File: config.mk
export PLATFORM = sky130hd
export DESIGN_NAME = tqvp_input_conditioner
export DESIGN_NICKNAME = d
export VERILOG_FILES = /design/src/rtl/tqvp_input_conditioner_pkg.sv /design/src/rtl/tqvp_debounce_channel.sv /design/src/rtl/tqvp_input_conditioner.sv
export SDC_FILE = /design/constraint.sdc
export NUM_CORES = 1
export LEC_CHECK = 0
export ABC_AREA = 1
export ABC_CLOCK_PERIOD_IN_PS = 2000
export BUFFER_PORTS_ARGS = -buffer_cell sky130_fd_sc_hd__buf_2
export CAP_MARGIN = 15
export CORE_MARGIN = 2
export CORE_UTILIZATION = 55
export DETAILED_ROUTE_END_ITERATION = 7
export GPL_ROUTABILITY_DRIVEN = 1
export PLACE_DENSITY = 0.84
export SYNTH_ARGS = -nofsm -noshare
export SYNTH_HDL_FRONTEND = slang
export SYNTH_SLANG_ARGS = --single-unit
File: constraint.sdc
create_clock -name clk -period 2 [get_ports clk]
set_input_delay 0.2 -clock clk [delete_from_list [all_inputs] [get_ports clk]]
set_output_delay 0.2 -clock clk [all_outputs]
set_load 0.1 [all_outputs]
File: src/rtl/tqvp_input_conditioner_pkg.sv
// Shared constants and types for the eight-channel input conditioner.
package tqvp_input_conditioner_pkg;

   localparam int unsigned NUM_CH = 8;
   localparam int unsigned CNT_W  = 8;
   localparam int unsigned ADDR_W = 4;
   localparam int unsigned DATA_W = 8;

   localparam logic [ADDR_W-1:0] ADDR_DEBOUNCE    = 4'h0;
   localparam logic [ADDR_W-1:0] ADDR_ENABLE      = 4'h1;
   localparam logic [ADDR_W-1:0] ADDR_POLARITY    = 4'h2;
   localparam logic [ADDR_W-1:0] ADDR_LEVEL       = 4'h3;
   localparam logic [ADDR_W-1:0] ADDR_STICKY_RISE = 4'h4;
   localparam logic [ADDR_W-1:0] ADDR_STICKY_FALL = 4'h5;

   localparam logic [DATA_W-1:0] DEBOUNCE_RST = 8'h04;
   localparam logic [DATA_W-1:0] ENABLE_RST   = 8'hFF;
   localparam logic [DATA_W-1:0] POLARITY_RST = 8'h00;

   typedef struct packed {
      logic [CNT_W-1:0]  debounce;
      logic [NUM_CH-1:0] enable;
      logic [NUM_CH-1:0] polarity;
   } cfg_t;

   // Write-1-to-clear update where a simultaneous set takes priority.
   function automatic logic [NUM_CH-1:0] w1c_update(input logic [NUM_CH-1:0] cur,
                                                    input logic [NUM_CH-1:0] clr,
                                                    input logic [NUM_CH-1:0] set);
      return (cur & ~clr) | set;
   endfunction

endpackage

File: src/rtl/tqvp_debounce_channel.sv
// One input channel: two-flop synchroniser, polarity, threshold debounce and edge pulses.
module tqvp_debounce_channel
   import tqvp_input_conditioner_pkg::*;
(
   input  logic             clk,
   input  logic             rst_n,
   input  logic             pin,
   input  logic             polarity,
   input  logic             enable,
   input  logic [CNT_W-1:0] thresh,
   output logic             level,
   output logic             rise,
   output logic             fall
);

   logic             sync1_q, sync1_d;
   logic             sync2_q, sync2_d;
   logic             level_q, level_d;
   logic             rise_q, rise_d;
   logic             fall_q, fall_d;
   logic [CNT_W-1:0] cnt_q, cnt_d;
   logic             p;

   // Counter only advances while p disagrees with the level; >= lets a lowered threshold commit at once.
   always_comb begin
      sync1_d = pin;
      sync2_d = sync1_q;
      level_d = level_q;
      cnt_d   = cnt_q;
      rise_d  = 1'b0;
      fall_d  = 1'b0;
      p       = sync2_q ^ polarity;
      if (!enable) begin
         cnt_d = '0;
      end else if (p == level_q) begin
         cnt_d = '0;
      end else if (cnt_q >= thresh) begin
         level_d = p;
         cnt_d   = '0;
         rise_d  = p;
         fall_d  = ~p;
      end else begin
         cnt_d = cnt_q + CNT_W'(1);
      end
   end

   always_ff @(posedge clk or negedge rst_n) begin
      if (!rst_n) begin
         sync1_q <= 1'b0;
         sync2_q <= 1'b0;
         level_q <= 1'b0;
         rise_q  <= 1'b0;
         fall_q  <= 1'b0;
         cnt_q   <= '0;
      end else begin
         sync1_q <= sync1_d;
         sync2_q <= sync2_d;
         level_q <= level_d;
         rise_q  <= rise_d;
         fall_q  <= fall_d;
         cnt_q   <= cnt_d;
      end
   end

   assign level = level_q;
   assign rise  = rise_q;
   assign fall  = fall_q;

endmodule

File: src/rtl/tqvp_input_conditioner.sv
// Eight-channel input conditioner: register file, sticky edge flags, read mux and channel array.
module tqvp_input_conditioner
   import tqvp_input_conditioner_pkg::*;
(
   input  logic                clk,
   input  logic                rst_n,
   input  logic [NUM_CH-1:0]   ui_in,
   input  logic [ADDR_W-1:0]   address,
   input  logic                data_write,
   input  logic [DATA_W-1:0]   data_in,
   output logic [DATA_W-1:0]   data_out,
   output logic [NUM_CH-1:0]   level_out,
   output logic [NUM_CH-1:0]   rise_pulse,
   output logic [NUM_CH-1:0]   fall_pulse
);

   cfg_t              cfg_q, cfg_d;
   logic [NUM_CH-1:0] sticky_rise_q, sticky_rise_d;
   logic [NUM_CH-1:0] sticky_fall_q, sticky_fall_d;
   logic [NUM_CH-1:0] clr_rise, clr_fall;

   // Register writes and sticky flag maintenance.
   always_comb begin
      cfg_d    = cfg_q;
      clr_rise = '0;
      clr_fall = '0;
      if (data_write) begin
         case (address)
            ADDR_DEBOUNCE:    cfg_d.debounce = data_in;
            ADDR_ENABLE:      cfg_d.enable   = data_in;
            ADDR_POLARITY:    cfg_d.polarity = data_in;
            ADDR_STICKY_RISE: clr_rise       = data_in;
            ADDR_STICKY_FALL: clr_fall       = data_in;
            default:          ;
         endcase
      end
      sticky_rise_d = w1c_update(sticky_rise_q, clr_rise, rise_pulse);
      sticky_fall_d = w1c_update(sticky_fall_q, clr_fall, fall_pulse);
   end

   always_ff @(posedge clk or negedge rst_n) begin
      if (!rst_n) begin
         cfg_q         <= '{debounce: DEBOUNCE_RST, enable: ENABLE_RST, polarity: POLARITY_RST};
         sticky_rise_q <= '0;
         sticky_fall_q <= '0;
      end else begin
         cfg_q         <= cfg_d;
         sticky_rise_q <= sticky_rise_d;
         sticky_fall_q <= sticky_fall_d;
      end
   end

   // Zero-latency read path.
   always_comb begin
      data_out = '0;
      case (address)
         ADDR_DEBOUNCE:    data_out = cfg_q.debounce;
         ADDR_ENABLE:      data_out = cfg_q.enable;
         ADDR_POLARITY:    data_out = cfg_q.polarity;
         ADDR_LEVEL:       data_out = level_out;
         ADDR_STICKY_RISE: data_out = sticky_rise_q;
         ADDR_STICKY_FALL: data_out = sticky_fall_q;
         default:          data_out = '0;
      endcase
   end

   for (genvar i = 0; i < NUM_CH; i++) begin : g_ch
      tqvp_debounce_channel u_ch (
         .clk      (clk),
         .rst_n    (rst_n),
         .pin      (ui_in[i]),
         .polarity (cfg_q.polarity[i]),
         .enable   (cfg_q.enable[i]),
         .thresh   (cfg_q.debounce),
         .level    (level_out[i]),
         .rise     (rise_pulse[i]),
         .fall     (fall_pulse[i])
      );
   end

endmodule

==> results of run 1 <==
worst max-delay path, delay by kind of cell, from the launching register on:
family	cells	cell delay [ps]
buffers and inverters	2	260
DFF	1	550
and+or+nand+nor	7	730
adders and majority gates	1	290
area by class of cell:
cell class	instances	share of cell area (%)
multi-input combinational	704	41.0
tap	184	2.40
inverter	123	4.91
sequential	144	37.7
clock inverter	11	1.67
clock buffer	21	4.91
timing repair buffer	88	7.43
power by group:
group          switching (mW)  internal (mW)  total, mW
Clock                    1.20           2.17       3.38
Combinational            2.35          0.942       3.29
Sequential              0.353           3.37       3.72
Total                    3.91           6.49       10.4
cells by family (layout without fill, tap and decap cells):
| group | Yosys count | after routing | share of synthesized area (%) |
|---|---|---|---|
| AO/OA/AOI/OAI | 67 | 67 | 5.07 |
| XOR/XNOR | 40 | 40 | 4.29 |
| adder cells (fa/ha/maj) | 72 | 72 | 11.0 |
| AND/OR/NAND/NOR | 525 | 525 | 26.9 |
| buffers and inverters | 154 | 243 | 8.50 |
| flip-flops | 144 | 144 | 44.3 |
state kept, by name (all words and copies together), names as in the netlist:
register and cells:
cfg_q 24, g_ch.u_ch.cnt_q 64, g_ch.u_ch.fall 8, g_ch.u_ch.level 8, g_ch.u_ch.rise 8, g_ch.u_ch.sync1_q 8
g_ch.u_ch.sync2_q 8, sticky_fall_q 8, sticky_rise_q 8
metrics by stage:
| stage | setup TNS, ps | instances | power (mW) | utilization [%] | cell area [um2] |
|---|---|---|---|---|---|
| floorplan | 0 | 1002 | 6.13 | - | 8170 |
| detailed placement | 0 | 1232 | 6.89 | 60.3 | 8760 |
| global route | -85.9 | 1275 | 10.9 | 65.9 | 9580 |
| global placement | 0 | 1232 | 6.76 | 60.3 | 8760 |
| finish | 0 | 1275 | 10.4 | 65.9 | 9580 |
| CTS | 0 | 1273 | 10.3 | 65.3 | 9490 |
placed cells by master (no fill, tap or decap), types with 17 or more instances in the layout:
master | synthesis | layout
nand2_1 | 272 | 267
clkbuf_16 | 0 | 17
nor2_1 | 167 | 165
buf_2 | 5 | 45
ha_1 | 72 | 71
buf_4 | 24 | 22
inv_1 | 119 | 118
dfrtp_1 | 135 | 135
xor2_1 | 24 | 24
nand3_1 | 52 | 51
o21ai_0 | 18 | 18
final timing paths:
kind	start	endpoint
hold / removal	data_in[5]	cfg_q[13]
setup / recovery	cfg_q[18]	g_ch[0].u_ch.cnt_q[6]
max in group asynchronous	rst_n	cfg_q[13]
min in group asynchronous	rst_n	g_ch[7].u_ch.level
setup reg to reg	cfg_q[18]	g_ch[0].u_ch.cnt_q[6]
hold reg to reg	g_ch[3].u_ch.sync1_q	g_ch[3].u_ch.sync2_q
routing by layer:
layer / global-route usage (%) / vias up
met1: 30.9 / 3182
met4: 11.2 / 0
met5: 0 / -
met3: 4.16 / 57
li1: - / 3295
met2: 42.3 / 217
timing repair:
item                                   CTS  global route
resized for setup                        0            14
endpoints found under the hold margin   60             0
setup endpoints to repair                0            57
buffers inserted                         0             2
hold buffers                             9             0
==> metrics, run 1 <==
register area share after synthesis roughly 44%; Routed met3 length 1120 um; Yosys reg bits 144; CTS tree done; residual DRC count 0; required time at the worst-slack endpoint 2350 ps; Avg Vias per Cell ~5.3; Routed Antenna Nets 0; Setup WS post-layout around 76 ps; Nets 1,173; vias in the first global route 6,578; layout cell share with drive strength beyond 1 between 10 and 15%; FF-to-FF path depth 10; slowest CP cell dfstp_2; ant diodes 0; Tmin final 1920 ps; status completed; peak supply drop ~630 uV; syn_area_per_cell 8.15 um2; CTS buffer count 17; largest net degree at the start of global routing 63; die height 126 um; final WL 19,200 um; ys flop type dfrtp_1; WHS 39.7 ps; Worst-Skew Late Latency between 400 and 500 ps; Distinct cells, synth 28; count of buffers from port buffering between 50 and 60; dpl hpwl 12,900 um; top-area cell type share of the netlist area 41.4%; type of the worst min-delay path in -> reg; multi-input logic area 3920 um2; fmax 0.520 GHz; Initial DRT Pass Iterations 6; Via Count just under 7k; Min-Delay Path Depth 3; fraction of registers with async set/reset 100%; fillers 1,130; I/O pins 55; gr usage total between 20% and 30%; LEAKAGE just over 5 nW; worst-path cell chain clkinvlp_4, buf_12, ha_1, nand2_1, nor2_1, nor2_1, nand2_1, nand2_1, nand3_2, nor2_1; clk_skew 6.56 ps; worst path arrival time between 2000 and 2500 ps; Pwr Density between 1000 and 1500 nW/um2; fin. max-slew vios 0; initial drt markers 462; Tcrit/Tclk final 96.2%; Max Cap Viol 0; die area 15,800 um2; ranking of synthesized cells by area dfrtp_1 41%, nand2_1 13%, ha_1 11%, nor2_1 7.7%, inv_1 5.5%; GP Congestion 0.863; count leader, synth nand2_1; Core Box Area 14,500 um2; type of origin of the critical path flop; Critical Path Sink Type flop; Setup-failing EPs final 0; Crit Path Class reg -> reg; Post-Synthesis Cell Area 8170 um2; Worst-Margin Slew 593 ps; clock buffer depth 2; top cells by count, synth 272 x nand2_1, 167 x nor2_1, 135 x dfrtp_1; first-pass GRT wire length 31,000 um; drt wl/cell between 15 and 20 um; Max-slew headroom 60.5%; Syn-to-layout area delta 17.3%; warnings from Yosys 0; Max Fanout on Critical Path 8; Horiz. Die Dim 126 um; GRT overflow 0; highest metal used met4; initial core utilization 56.2%; Clock transition at path regs ~60 ps; WL met2 9390 um; H-tree depth 4; Final Hold Vio Count 0; Worst R2R Setup Slack 80 ps; row cnt 44; FF+latch area 3610 um2; largest area contributor in the netlist dfrtp_1; CTS root buf clkbuf_16; Crit path largest cell delay approximately 550 ps; DP Worst Slack 113 ps; syn nets 1,097; Cells after Synth 1,002; wl on met1 7980 um; EDFF count, synth 0; Sink Count 144; initial antenna violation count 0
Power figures use the tool's default switching activity.
==> inputs of run 2 (changes only) <==
ABC_AREA = unset   (was 1)
PLACE_DENSITY = 0.76   (was 0.84)
==> metrics, run 2 <==
gr usage total 25.3%; Tmin final between 2000 and 2500 ps; largest net degree at the start of global routing between 60 and 70; Cells after Synth 711; final WL 18,400 um; clock buffer depth 2; drt wl/cell about 18 um; Max Fanout on Critical Path 2; Top reg by flops g_ch.u_ch.cnt_q; I/O pins 55; Finished Cell Area 9530 um2; Horiz. Die Dim ~120 um; dpl cell area around 8500 um2; residual DRC count 0; first-pass GRT wire length 28,600 um; H-tree depth 4; ys flop type dfrtp_1; DP Worst Slack -133 ps; syn nets approximately 810; syn_area_per_cell roughly 11 um2; ant diodes 0; largest area contributor in the netlist dfrtp_1; count of buffers from port buffering 54; EDFF count, synth 0; Clock transition at path regs roughly 60 ps; clk_skew about 4.6 ps; Core Box Area 13,700 um2; Initial DRT Pass Iterations 6; initial drt markers 419; GRT overflow 0; Syn-to-layout area delta 24.6%; Setup-failing EPs final 48; fraction of registers with async set/reset 100%; CTS buffer count 17; Distinct cells, synth 38; Final Non-Filler Cells 1,005; fin. max-slew vios 0; Pwr Density 1150 nW/um2; Max Cap Viol 0; CTS root buf clkbuf_16; Final Hold Vio Count 0; Max-slew headroom 59.6%; Worst-Skew Late Latency 430 ps; worst path arrival time around 2500 ps; Yosys reg bits 144; WHS ~81 ps; Routed Antenna Nets 0; ranking of synthesized cells by area dfrtp_1 44%, ha_1 12%, xor2_1 5.5%, mux2_2 4.3%, nor2_1 3.9%; layout cell share with drive strength beyond 1 29.3%; final core utilization 69.5%; die area 14,900 um2; vias in the first global route 5,839; Via Count ~5.7k; top cells by count, synth 135 x dfrtp_1, 79 x nor2_1, 72 x ha_1; Tcrit/Tclk final 110%; dpl hpwl roughly 12,000 um; fmax between 0.4 and 0.5 GHz; Post-Synthesis Cell Area ~7600 um2; Post-Place Cells approximately 960; most frequent cells in the layout 135 x dfrtp_1, 67 x ha_1, 58 x nor2_1, 48 x xor2_1, 46 x buf_2; Avg Vias per Cell approximately 5.7; LEAKAGE 4.62 nW; count leader, synth dfrtp_1; initial antenna violation count 0; setup_tns -2120 ps; Crit Path Class reg -> reg; warnings from Yosys 0; max reg flops 64; type of origin of the critical path flop; row cnt 43; Setup WS post-layout -198 ps; Nets 907; total power 10.9 mW; violated checks setup timing; peak supply drop 687 uV; CTS tree done; type of the worst min-delay path in -> reg; status finished, violations left; initial core utilization 55.7%; Critical Path Sink Type flop; die height between 100 and 150 um; Worst R2R Setup Slack -200 ps; register area share after synthesis a little under half; required time at the worst-slack endpoint 2310 ps; GP Congestion 0.913; most common cell after layout, fill and taps aside dfrtp_1; Sink Count about 140; top-area cell type share of the netlist area 44.2%; largest registers g_ch.u_ch.cnt_q x64, cfg_q x24; Worst-Margin Slew 606 ps; RSZ-0062 raised after global routing yes
==> run 2: worst paths after layout <==
check,startpoint,end,depth (start not counted)
setup / recovery,cfg_q[17],g_ch[6].u_ch.level,8
hold reg to reg,g_ch[5].u_ch.sync1_q,g_ch[5].u_ch.sync2_q,0
min in group asynchronous,rst_n,cfg_q[3],2
setup reg to reg,cfg_q[17],g_ch[6].u_ch.level,8
max in group asynchronous,rst_n,cfg_q[15],3
hold / removal,data_in[4],cfg_q[12],2
==> run 2: worst max-delay path, stage by stage (launching register included) <==
cell and delay [ps]:
dfrtp_1 420, clkinvlp_4 160, buf_12 160, ha_4 260, nor2b_4 130, o211ai_1 90, a311o_1 340, a21bo_2 220
mux2_4 300
==> run 2: timing repair <==
action,CTS,global route
hold buffers,9,0
pin swaps,8,30
buffers inserted,4,4
hold endpoints to repair,61,0
setup endpoints to repair,72,85
resized for setup,22,53
==> run 2: report_power, final <==
group	switching [mW]	total [mW]	internal, mW
clock network	1.13	3.22	2.09
logic	2.37	3.85	1.48
registers	0.481	3.88	3.40
total	3.99	10.9	6.96
==> run 2: routing by layer <==
metal / part of all wire, % / global-route usage, %
met5: 0 / 0
met1: 41 / 30.2
met2: 50 / 44.2
met3: 5.3 / 5.43
met4: 3.4 / 11.2
==> run 2: area by class of cell <==
cell class / count / area (um2)
Timing Repair Buffer: 113 / 966
Clock inverter: 6 / 105
Inverter: 33 / 133
Fill cell: 890 / 4190
Tap cell: 180 / 225
Clock buffer: 26 / 499
Multi-Input combinational cell: 503 / 3990
Sequential cell: 144 / 3610
==> run 2: cell families after synthesis <==
kind of cell,count (synthesis),share of synthesized area [%]
AND/OR/NAND/NOR,227,13.8
flip-flops,144,47.3
AO/OA/AOI/OAI,99,8.66
adder cells (fa/ha/maj),72,11.8
XOR/XNOR,64,7.82
buffers and inverters,64,4.43
multiplexers,41,6.27
==> inputs of run 3 (changes only) <==
--- a/config.mk
+++ b/config.mk
@@ -13,5 +13,6 @@
 export DETAILED_ROUTE_END_ITERATION = 7
 export GPL_ROUTABILITY_DRIVEN = 1
-export PLACE_DENSITY = 0.76
+export PLACE_DENSITY_LB_ADDON = 0.05
+export RECOVER_POWER = 100
 export SYNTH_ARGS = -nofsm -noshare
 export SYNTH_HDL_FRONTEND = slang
==> constraint.sdc (replaced) <==
create_clock -name clk -period 2 [get_ports clk]
set_input_delay 0.4 -clock clk [delete_from_list [all_inputs] [get_ports clk]]
set_output_delay 0.4 -clock clk [all_outputs]
set_load 0.1 [all_outputs]
==> metrics, run 3 (synthesis gave the netlist of run 2 again) <==
FF-to-FF path depth 7; clock buffer depth 2; total power between 10 and 15 mW; Worst Setup SP address[0]; initial antenna violation count 0; CP endpoint data_out[7]; GRT overflow 0; sequential share of power between 30% and 40%; most frequent cells in the layout 135 x dfrtp_1, 78 x nor2_1, 66 x ha_1, 48 x xor2_1, 44 x nand2_1; status finished, violations left; dpl hpwl ~13,000 um; Critical Path Sink Type output pin; Core Box Area about 14,000 um2; Routed Antenna Nets 0; type of origin of the critical path input port; H-tree depth 4; clock power share 30.5%; Top reg by flops g_ch.u_ch.cnt_q; fin. max-slew vios 0; I/O pins 55; die height ~120 um; Via Count 5,454; Tcrit/Tclk final 104%; NetSw 3.91 mW; Syn-to-layout area delta 22.6%; Final Non-Filler Cells 1,004; initial drt markers 277; first-pass GRT wire length 28,600 um; die area 14,900 um2; Avg Vias per Cell between 5 and 6; fmax 0.482 GHz; Nets roughly 910; Min-Delay Startpoint ui_in[3]; Post-Place Cells 966; final WL 17,800 um; GP Congestion around 0.84; CTS root buf clkbuf_16; Worst-Margin Slew 1150 ps; FF+latch area 3610 um2; LEAKAGE 4.53 nW; Int Pwr 6.89 mW; Worst R2R Setup Slack -70 ps; Clock transition at path regs 60 ps; most common cell after layout, fill and taps aside dfrtp_1; largest net degree at the start of global routing 47; worst path arrival time around 1700 ps; R2R Path End g_ch[6].u_ch.level; Worst R2R Start cfg_q[18]; Initial DRT Pass Iterations 4; type of the worst min-delay path in -> reg; RSZ-0062 raised after global routing yes; residual DRC count 0; CTS tree done; peak supply drop 664 uV; initial core utilization 55.7%; Comb power frac 33.8%; clk_skew around 6.6 ps; count of buffers from port buffering 54; DP Worst Slack -114 ps; Max Cap Viol 0; vias in the first global route around 5.5k; Setup-failing EPs final 12; Max Fanout on Critical Path 10; CTS buffer count 17; fillers 1,092; layout cell share with drive strength beyond 1 27.8%; max reg flops 64; multi-input logic area 3940 um2; Tmin final 2070 ps; switching share of total power between 30 and 40%; WHS 84.2 ps; Horiz. Die Dim 122 um; setup_tns -391 ps; largest registers g_ch.u_ch.cnt_q x64, cfg_q x24; violated checks setup timing; gr usage total 25.4%; required time at the worst-slack endpoint 1600 ps; Final Hold Vio Count 0; row cnt 43; Crit Path Class in -> out; Setup WS post-layout -74.8 ps; Pwr Density 1150 nW/um2; Max-slew headroom between 20% and 30%; ant diodes 0; Sink Count 144; Worst-Skew Late Latency 420 ps; drt wl/cell approximately 18 um
-- run 3: cell types whose count changed in the layout (fill, tap and decap cells not counted), moves of 4 or more --
cell	delta
clkbuf_2	+28
buf_2	-26
nor2_1	+20
nor2_2	-13
dlygate4sd3_1	-8
nor2_4	-7
nand3_1	+6
clkbuf_1	+5
a21o_1	-4
a21o_4	+4
buf_12	-4
mux2i_1	-4
mux2i_2	+4
nor2b_1	+4
-- run 3: stage by stage --
step	area [um2]	util, %
after detailed placement	8590	62.6
after CTS	9360	68.2
final	9380	68.4
after floorplan	7730	-
after global placement	8590	62.6
after global routing	9380	68.4
-- run 3: worst min path at each step --
stage	to	slack (ps)	depth (start not counted)
after CTS	g_ch[4].u_ch.sync1_q	70	1
final	g_ch[3].u_ch.sync1_q	80	1
after global routing	g_ch[4].u_ch.sync1_q	60	1
after global placement	g_ch[2].u_ch.sync2_q	330	0
after floorplan	cfg_q[0]	100	0
after detailed placement	g_ch[0].u_ch.sync2_q	330	0
-- run 3: worst max-delay path: stages --
cell and delay, ps:
buf_2 230, clkbuf_2 360, mux2i_2 310, o221ai_4 170, buf_12 200
-- run 3: repair_timing --
item,in CTS,in global routing
endpoints found under the setup margin,61,73
hold buffers,1,0
resized for setup,26,29
cloned,0,0
setup buffers,5,3
endpoints found under the hold margin,40,0
pin swaps,9,3
-- run 3: metal layers --
metal	global-route usage [%]	part of all wire (%)	vias to the layer above
met5	0	0	-
met2	40.0	48	96
met3	5.48	3.8	15
met1	36.0	47	2717
li1	-	-	2626
met4	5.96	1.0	0
-- run 3: cell type report --
| class | count | share of cell area, % |
|---|---|---|
| Sequential cell | 144 | 38.5 |
| Inverter | 33 | 1.43 |
| Timing Repair Buffer | 113 | 9.10 |
| Clock buffer | 22 | 5.16 |
| Multi-Input combinational cell | 503 | 42.0 |
| Tap cell | 180 | 2.40 |
| Clock inverter | 9 | 1.40 |
-- run 3: power groups by stage --
| stage | Sequential (mW) | Clock, mW | Combinational (mW) |
|---|---|---|---|
| after floorplan | 3.76 | 0 | 2.54 |
| after global placement | 3.86 | 0 | 3.37 |
| after detailed placement | 3.88 | 0 | 3.46 |
| after CTS | 3.84 | 3.33 | 3.59 |
| after global routing | 3.92 | 3.48 | 3.98 |
| final | 3.86 | 3.29 | 3.65 |
